### config.mk
export PLATFORM = sky130hd
export DESIGN_NAME = calc_accumulator
export DESIGN_NICKNAME = d
export VERILOG_FILES = /design/src/rtl/calc_accumulator.sv
export SDC_FILE = /design/constraint.sdc
export NUM_CORES = 1
export LEC_CHECK = 0
export BUFFER_PORTS_ARGS = -buffer_cell sky130_fd_sc_hd__buf_4
export CAP_MARGIN = 20
export CORE_MARGIN = 4
export CORE_UTILIZATION = 50
export DETAILED_ROUTE_END_ITERATION = 6
export GPL_TIMING_DRIVEN = 0
export HOLD_SLACK_MARGIN = 0.05
export PLACE_DENSITY_LB_ADDON = 0.08
export SETUP_SLACK_MARGIN = 0.15
export SYNTH_ARGS = -nofsm -noshare
export SYNTH_HDL_FRONTEND = slang
export SYNTH_SLANG_ARGS = --single-unit
### constraint.sdc
create_clock -name clock -period 2.9 [get_ports clock]
set_input_delay 0.435 -clock clock [delete_from_list [all_inputs] [get_ports clock]]
set_output_delay 0.435 -clock clock [all_outputs]
set_load 0.02 [all_outputs]
### src/rtl/calc_accumulator.sv
// Sequential accumulator core of the calculator: add, subtract, clear and (when
// CALC_MUL_EN is defined) a W-iteration shift-add multiply on a signed W-bit accumulator.
module calc_accumulator #(
    parameter int W = 11
) (
    input  logic                clock,
    input  logic                reset,
    input  logic signed [W-1:0] operand,
    input  logic [1:0]          opsel,
    input  logic                enter,
    output logic signed [W-1:0] acc,
    output logic                encoding,
    output logic                overflow,
    output logic                busy,
    output logic                done,
    output logic                error
);

    localparam logic [1:0] OP_ADD = 2'b00;
    localparam logic [1:0] OP_SUB = 2'b01;
    localparam logic [1:0] OP_MUL = 2'b10;
    localparam logic [1:0] OP_CLR = 2'b11;

    // The extra top bit disagrees with the W-bit sign exactly when the result did not fit.
    function automatic logic add_ovf(input logic [W:0] r);
        return r[W] != r[W-1];
    endfunction

    logic signed [W:0] sum_w;
    logic signed [W:0] dif_w;
    logic              accept;

    assign sum_w    = {acc[W-1], acc} + {operand[W-1], operand};
    assign dif_w    = {acc[W-1], acc} - {operand[W-1], operand};
    assign encoding = 1'b1;

`ifdef CALC_MUL_EN
    typedef enum logic {IDLE, MUL} state_t;
    localparam int CW = $clog2(W);
    localparam logic [2*W-1:0] MAX_POS = {{(W+1){1'b0}}, {(W-1){1'b1}}};
    localparam logic [2*W-1:0] MAX_NEG = {{W{1'b0}}, 1'b1, {(W-1){1'b0}}};

    function automatic logic [W-1:0] magnitude(input logic [W-1:0] v);
        return v[W-1] ? (~v + 1'b1) : v;
    endfunction

    // Negative results may reach one step further than positive ones.
    function automatic logic mul_ovf(input logic [2*W-1:0] mag, input logic neg);
        return neg ? (mag > MAX_NEG) : (mag > MAX_POS);
    endfunction

    state_t          state;
    state_t          state_nxt;
    logic [CW-1:0]   cnt;
    logic [2*W-1:0]  prod;
    logic [2*W-1:0]  mcand;
    logic [2*W-1:0]  prod_nxt;
    logic [2*W-1:0]  res;
    logic [W-1:0]    mplr;
    logic            sign;
    logic            last;

    assign accept   = enter && (state == IDLE);
    assign last     = (cnt == CW'(W-1));
    assign prod_nxt = prod + (mplr[0] ? mcand : '0);
    assign res      = sign ? (~prod_nxt + 1'b1) : prod_nxt;

    always_ff @(posedge clock or posedge reset) begin
        if (reset) state <= IDLE;
        else       state <= state_nxt;
    end

    always_comb begin
        state_nxt = state;
        case (state)
            IDLE:    if (accept && opsel == OP_MUL) state_nxt = MUL;
            MUL:     if (last) state_nxt = IDLE;
            default: state_nxt = IDLE;
        endcase
    end

    always_comb begin
        busy = (state == MUL);
    end
`else
    assign accept = enter;
    assign busy   = 1'b0;
`endif

    always_ff @(posedge clock or posedge reset) begin
        if (reset) begin
            acc      <= '0;
            overflow <= 1'b0;
            done     <= 1'b0;
            error    <= 1'b0;
`ifdef CALC_MUL_EN
            cnt      <= '0;
            prod     <= '0;
            mcand    <= '0;
            mplr     <= '0;
            sign     <= 1'b0;
`endif
        end else begin
            done <= 1'b0;
            if (accept) begin
                error <= 1'b0;
                case (opsel)
                    OP_ADD: begin
                        acc      <= sum_w[W-1:0];
                        overflow <= add_ovf(sum_w);
                        done     <= 1'b1;
                    end
                    OP_SUB: begin
                        acc      <= dif_w[W-1:0];
                        overflow <= add_ovf(dif_w);
                        done     <= 1'b1;
                    end
                    OP_MUL: begin
`ifdef CALC_MUL_EN
                        mcand <= {{W{1'b0}}, magnitude(acc)};
                        mplr  <= magnitude(operand);
                        sign  <= acc[W-1] ^ operand[W-1];
                        prod  <= '0;
                        cnt   <= '0;
`else
                        error <= 1'b1;
                        done  <= 1'b1;
`endif
                    end
                    OP_CLR: begin
                        acc      <= '0;
                        overflow <= 1'b0;
                        done     <= 1'b1;
                    end
                endcase
            end
`ifdef CALC_MUL_EN
            // Acc is written only on the last iteration so no partial product is ever shown.
            else if (state == MUL) begin
                prod  <= prod_nxt;
                mcand <= mcand << 1;
                mplr  <= mplr >> 1;
                cnt   <= cnt + 1'b1;
                if (last) begin
                    acc      <= res[W-1:0];
                    overflow <= mul_ovf(prod_nxt, sign);
                    done     <= 1'b1;
                end
            end
`endif
        end
    end

endmodule

== After elaboration in Yosys (flattened, before gate mapping) ==
Cells that the tools add are included.
W data, S select, Z words.

* Bits in registers: 14
* Input port bits: 16
* Output and inout port bits: 16
* Word-level logic and storage cells: 20

* $add $sub $neg: 2
* Eq/ne operators: 5
* Multiplexer cells: 5
* Reductions and logical operators: 4

{| class="wikitable"
|+ Operator list
! kind !! count
|-
| $pmux W11 S3 || 1
|-
| $add A11 B11 Y12 || 1
|-
| $sub A11 B11 Y12 || 1
|-
| $eq A2 B2 Y1 const B || 2
|-
| $reduce_or A4 Y1 || 1
|-
| $mux W1 || 3
|-
| $pmux W1 S3 || 1
|-
| $reduce_bool A3 Y1 || 1
|-
| $eq A2 B1 Y1 const B || 1
|-
| $logic_not A2 Y1 || 1
|-
| $ne A1 B1 Y1 || 2
|-
| $reduce_and A2 Y1 || 1
|}

== Depth between registers and ports, before layout ==
Gate-level depths: netlist (run 1).

* Depth in word-level cells: 4
* Mapped depth: 10
* Depth with buffers taken out: 10

== Worst setup path before layout (run 1) ==
OpenSTA, ideal clock, no wires.

* Path kind: flip-flop to flip-flop
* Start point: register acc[0]
* End point: register acc[8]
* Setup time: 0.136 ns
* Data arrival time: 2.176 ns
* Data required time: 2.764 ns
* Path slack: 0.588 ns
* Cell stages (with the launch flop): 11
* Buffers on the path: 0
* Period minus slack after synthesis: 2.312 ns
* Cell sequence: dfrtp_1 inv_1 ha_1 inv_1 fa_1 a21o_1 a221oi_2 o21ai_1 and4b_1 a211oi_2 o211ai_1

* Longest elaborated chain between the ends: 2
* Elaborated cells between the ends (all ways): 3
* Classes of those cells: add/sub (2); mux (1)

{| class="wikitable"
|+ Ends and longest elaborated chain
! item !! RTL line !! RTL
|-
| from (decl) || 11 || <nowiki>output logic signed [W-1:0] acc,</nowiki>
|-
| from (signal assigned) || 109 || <nowiki>acc <= sum_w[W-1:0];</nowiki>
|-
| from (signal assigned) || 114 || <nowiki>acc <= dif_w[W-1:0];</nowiki>
|-
| $sub A11 B11 Y12 or $add A11 B11 Y12 (tied branches) || 34, 33 ||
|-
| $pmux W11 S3 * || 107 || <nowiki>case (opsel)</nowiki>
|}

Mark *: on every way between the ends. The rest lies on a longest branch, timed or not.
A chain may end at the register's enable or synchronous reset.

== Worst setup path in the final report (run 1) ==
Ends and elaborated chain as after synthesis.

==> impl_metrics.json, run 1 <==
{
  "status": "finished clean",
  "syn-num-nets": 254,
  "peakVddDrop_mv": 0.352,
  "ys.flop_type": "dfrtp_1",
  "wl_per_cell_um": 14.2,
  "fin_crit_sh": 0.862,
  "maxCapViolCount": 0,
  "worst_ep_arrival_time_ns": 2.67,
  "coreArea_um2": 3340,
  "drc": 0,
  "top_usage_layer": "met2",
  "ctsLongestPathBuffers": 2,
  "clk_pin_slew_worst_paths_ns": 0.10,
  "grt.met2_usage": 0.297,
  "cts_tree": "done",
  "worstPathMaxFanout": 3,
  "hold_viol_final": 0,
  "via_per_inst": 5.54,
  "ant_nets": 0,
  "fin_area_um2": 2010,
  "skew_ns": 0.0103,
  "setup_ws_ns": 0.400,
  "p_per_area_nw_per_um2": 768,
  "drt-initial-drc-count": 118,
  "initial_utilization": 0.514,
  "overflow": 0,
  "core.rowCount": 21,
  "synth_cells": 214,
  "ioPinCount": 32,
  "async_flop_share": 1.00,
  "dieArea_um2": 4430,
  "grt_pass1_wl_mm": 6.61,
  "layout-drive-gt1-share": 0.203,
  "numCtsBuffers": 3,
  "grt_antenna_before_repair": 0,
  "dp_hpwl_mm": 3.16,
  "syn_area_um2": 1720,
  "ys_seq_elements": 14,
  "port_buffers": 29,
  "ys_top_cells_by_area": "dfrtp_1 20%, ha_1 16%, inv_1 4.6%, a21oi_1 4.1%, nand2_1 3.7%",
  "postCtsHoldBufs": 0,
  "slew_violations": 0,
  "die_x_um": 66.6,
  "antenna_cells": 0,
  "max_slew_margin": 0.590,
  "ys_types": 57,
  "tns_ns": 0,
  "critPathKind": "reg -> reg",
  "synth.avg_cell_area_um2": 8.02,
  "yosys_warnings": 0,
  "hold_class": "in -> async",
  "cts_root_buf": "clkbuf_4",
  "period_needed_ns": 2.50,
  "cts_resized": 0,
  "die_h_um": 66.6,
  "use_met3": 0.0253,
  "final_util": 0.603,
  "crit_required_ns": 3.07,
  "area_delta_synth_final_pct": 17.4,
  "place_ws_ns": 0.350,
  "clk_latency_ns": 0.29,
  "gp_congestion": 0.883,
  "rsz0062_at_grt": "false",
  "cts.sinks": 14,
  "start_kind": "register",
  "final_nets": 288,
  "synth.most_common_cell": "ha_1",
  "grt_pass1_vias": 1424,
  "synth_top_area_cell": "dfrtp_1",
  "wl_mm": 4.14,
  "place_area_um2": 1990,
  "htree_levels": 1,
  "seq_area_frac_synth": 0.204,
  "cellLeakagePower_uw": 0.000971,
  "max_freq_mhz": 400,
  "grt_usage": 0.197,
  "first_pass_iters": 4,
  "end_kind": "register",
  "vias": 1619,
  "synth_edf_count": 0,
  "setup_viol": 0,
  "synth_top_area_share": 0.204,
  "post-cts-setup-buffers": 0,
  "synth_commonest_cells": "22 x ha_1, 21 x inv_1, 17 x nand2_1, 14 x a21oi_1, 14 x dfrtp_1",
  "grt_max_degree": 15,
  "worst_pin_slew_ns": 0.614,
  "use_met1": 0.295
}
[metrics by stage]
step | power [uW] | hold slack [ns] | std cells
after global routing | 1690 | 0.248 | 292
after detailed placement | 1410 | 0.495 | 289
after global placement | 1410 | 0.487 | 289
final | 1550 | 0.204 | 292
after floorplan | 1120 | 0.324 | 214
after CTS | 1540 | 0.233 | 292
[cell usage in the layout, fill, tap and decap left out, types with 2 or more instances in the layout]
master	netlist	final
buf_4	2	31
ha_1	22	22
inv_1	21	21
nand2_1	17	17
a21oi_1	14	14
dfrtp_1	14	14
nor2_1	12	12
o21ai_0	11	11
nor2b_1	8	8
buf_2	6	6
o21bai_1	5	5
a211oi_1	4	4
or3_1	4	4
nand4_1	4	4
nand2b_1	3	3
xor2_1	3	3
o31ai_1	3	3
and3_1	3	3
nor3_1	3	3
nor4_1	3	3
a311oi_1	3	3
clkbuf_4	0	3
buf_1	2	2
clkbuf_1	2	2
o22ai_1	2	2
o21ba_2	2	2
o21a_1	2	2
xnor2_1	2	2
a21o_1	2	2
o2111ai_1	2	2
o21ai_1	2	2
nand3_1	2	2
o211ai_1	2	2
fa_1	2	2
conb_1	2	2
[sequential cells by signal, indices dropped and copies added (netlist names)]
register,flops
acc,11
done,1
error,1
overflow,1
[worst max-delay path, stage by stage, from the launching register on]
cell and delay [ns]:
dfrtp_1 0.41, inv_1 0.08, ha_1 0.17, inv_1 0.06, fa_1 0.42, a21o_1 0.22, a221oi_2 0.35, o21ai_1 0.16
and4b_1 0.23, a211oi_2 0.19, o211ai_1 0.11
[path summary, 6_finish.rpt]
path / from / endpoint / slack (ns) / cells after the start
setup / recovery: acc[0] / acc[8] / 0.40 / 10
hold / removal: reset / acc[10] / 0.20 / 2
setup reg to reg: acc[0] / acc[8] / 0.40 / 10
hold reg to reg: overflow / overflow / 0.51 / 2
max in group asynchronous: reset / acc[4] / 2.29 / 2
min in group clock: enter / done / 0.30 / 1
[kinds of logic after synthesis]
group / count (synthesis) / synth area share
adder cells (fa/ha/maj): 24 / 0.184
other: 2 / 0.00438
multiplexers: 2 / 0.0124
AO/OA/AOI/OAI: 65 / 0.271
XOR/XNOR: 5 / 0.0255
AND/OR/NAND/NOR: 67 / 0.209
flip-flops: 14 / 0.204
buffers and inverters: 35 / 0.0897
[routing by layer]
layer | part of all wire | up-vias | wire length [um]
met1 | 0.50 | 729 | 2080
met2 | 0.42 | 59 | 1750
met4 | 0.0048 | 0 | 20
li1 | - | 829 | -
met5 | 0 | - | 0
met3 | 0.069 | 2 | 284
[final cells by class]
type	count	area (um^2)
buffer	13	71.3
clock buffer	3	22.5
fill	325	1320
inverter	22	82.6
multi-input combinational	165	1210
sequential	14	350
tap	46	57.6
timing repair buffer	29	218
[report_power, final]
part / internal (uW) / total, uW / switching (uW)
Clock: 48.3 / 124 / 75.6
Combinational: 462 / 1090 / 631
Sequential: 260 / 330 / 69.7
(Power assumes the default switching activity.)
==> run 2: changes to the inputs <==
--- a/config.mk
+++ b/config.mk
@@ -8,11 +8,10 @@
 export BUFFER_PORTS_ARGS = -buffer_cell sky130_fd_sc_hd__buf_4
 export CAP_MARGIN = 20
 export CORE_MARGIN = 4
-export CORE_UTILIZATION = 50
+export CORE_UTILIZATION = 30
 export DETAILED_ROUTE_END_ITERATION = 6
 export GPL_TIMING_DRIVEN = 0
 export HOLD_SLACK_MARGIN = 0.05
-export PLACE_DENSITY_LB_ADDON = 0.08
 export SETUP_SLACK_MARGIN = 0.15
 export SYNTH_ARGS = -nofsm -noshare
 export SYNTH_HDL_FRONTEND = slang
==> run 2 against run 1 <==
Against the previous run:
- cell count increased by 9.2%
- largest power group unchanged
- combinational power hardly changed
- clock skew down 0.0065 ns
- highest routed layer unchanged
- sequential power hardly changed
- via count rose by 0.93%
==> impl_metrics.json, run 2 (synthesis gave the netlist of run 1 again) <==
{
  "status": "finished clean",
  "via_per_inst": 5.12,
  "post-cts-setup-buffers": 0,
  "wl_mm": 4.61,
  "critPathKind": "reg -> reg",
  "cts_resized": 0,
  "port_buffers": 29,
  "crit_required_ns": 3.03,
  "grt_usage": 0.133,
  "dp_hpwl_mm": 3.53,
  "die_x_um": 83.6,
  "initial_utilization": 0.310,
  "period_needed_ns": 2.51,
  "max_freq_mhz": 398,
  "mostFrequentLayoutCell": "buf_4",
  "fin_crit_sh": 0.866,
  "drt-initial-drc-count": 78,
  "worstPathMaxFanout": 3,
  "ant_nets": 0,
  "slew_violations": 0,
  "first_pass_iters": 4,
  "hold_viol_final": 0,
  "max_slew_margin": 0.585,
  "worst_pin_slew_ns": 0.621,
  "rsz0062_at_grt": "false",
  "dieArea_um2": 6990,
  "final_util": 0.375,
  "start_kind": "register",
  "setup_viol": 0,
  "antenna_cells": 0,
  "final_nets": 288,
  "core.rowCount": 27,
  "overflow": 0,
  "cts.sinks": 14,
  "peakVddDrop_mv": 0.259,
  "maxCapViolCount": 0,
  "grt_pass1_wl_mm": 7.84,
  "hold_class": "in -> async",
  "largest_reg_flops": 11,
  "gp_congestion": 0.862,
  "grt_max_degree": 15,
  "grt_antenna_before_repair": 0,
  "skew_ns": 0.00383,
  "area_delta_synth_final_pct": 21.2,
  "htree_levels": 1,
  "die_h_um": 83.6,
  "final_cell_mix": "31 x buf_4, 22 x ha_1, 21 x inv_1",
  "layout-drive-gt1-share": 0.206,
  "setup_ws_ns": 0.389,
  "postCtsHoldBufs": 0,
  "worst_ep_arrival_time_ns": 2.64,
  "grt_pass1_vias": 1601,
  "tns_ns": 0,
  "ioPinCount": 32,
  "numCtsBuffers": 3,
  "drc": 0,
  "p_per_area_nw_per_um2": 794,
  "ctsLongestPathBuffers": 2,
  "cts_root_buf": "clkbuf_8",
  "coreArea_um2": 5540,
  "place_ws_ns": 0.340,
  "clk_latency_ns": 0.26,
  "cellLeakagePower_uw": 0.000986,
  "wl_per_cell_um": 14.4,
  "regMostFlops": "acc",
  "cts_tree": "done",
  "clk_pin_slew_worst_paths_ns": 0.07,
  "vias": 1634,
  "end_kind": "register"
}
==> run 2: cell count changes in the layout (fill, tap and decap cells not counted) <==
cell      change
clkbuf_8      +4
clkbuf_4      -3
==> run 2: through the flow <==
stage / instances / total power, uW / hold slack [ns] / area, um^2
after global placement: 315 / 1430 / 0.489 / 2020
after CTS: 319 / 1650 / 0.281 / 2080
after floorplan: 214 / 1120 / 0.324 / 1720
after global routing: 319 / 1800 / 0.301 / 2080
final: 319 / 1650 / 0.253 / 2080
after detailed placement: 315 / 1430 / 0.487 / 2020
==> run 2: path summary, 6_finish.rpt <==
check / from / end / slack (ns) / depth (start not counted)
worst max-delay path: acc[0] / acc[8] / 0.39 / 10
worst min-delay path: reset / acc[8] / 0.25 / 2
worst max register to register: acc[0] / acc[8] / 0.39 / 10
worst min register to register: overflow / overflow / 0.50 / 2
max in group asynchronous: reset / error / 2.24 / 2
min in group clock: enter / done / 0.35 / 1
==> run 2: cell type report <==
class | instances | area, um^2
fill | 598 | 3460
multi-input combinational | 165 | 1210
sequential | 14 | 350
timing repair buffer | 29 | 218
tap | 72 | 90.1
inverter | 22 | 82.6
buffer | 13 | 71.3
clock buffer | 4 | 55.1
==> run 2: metal layers <==
layer | up-vias | global-route usage | part of all wire | wire length, um
li1 | 829 | - | - | -
met1 | 759 | 0.181 | 0.47 | 2150
met2 | 43 | 0.224 | 0.47 | 2170
met3 | 3 | 0.0276 | 0.060 | 278
met4 | 0 | 0.0132 | 0.0017 | 8
met5 | - | 0 | 0 | 0
==> run 2: worst max-delay path, stage by stage (launching register included) <==
cell,delay (ns)
dfrtp_1,0.40
inv_1,0.08
ha_1,0.17
inv_1,0.06
fa_1,0.42
a21o_1,0.22
a221oi_2,0.37
o21ai_1,0.15
and4b_1,0.23
a211oi_2,0.19
o211ai_1,0.11
==> run 2: where the power goes <==
| group | internal, uW | leakage [uW] | switching (uW) |
|---|---|---|---|
| Combinational | 463 | 0.000783 | 645 |
| Sequential | 261 | 0.000175 | 72.3 |
| Clock | 121 | 0.0000288 | 88.9 |
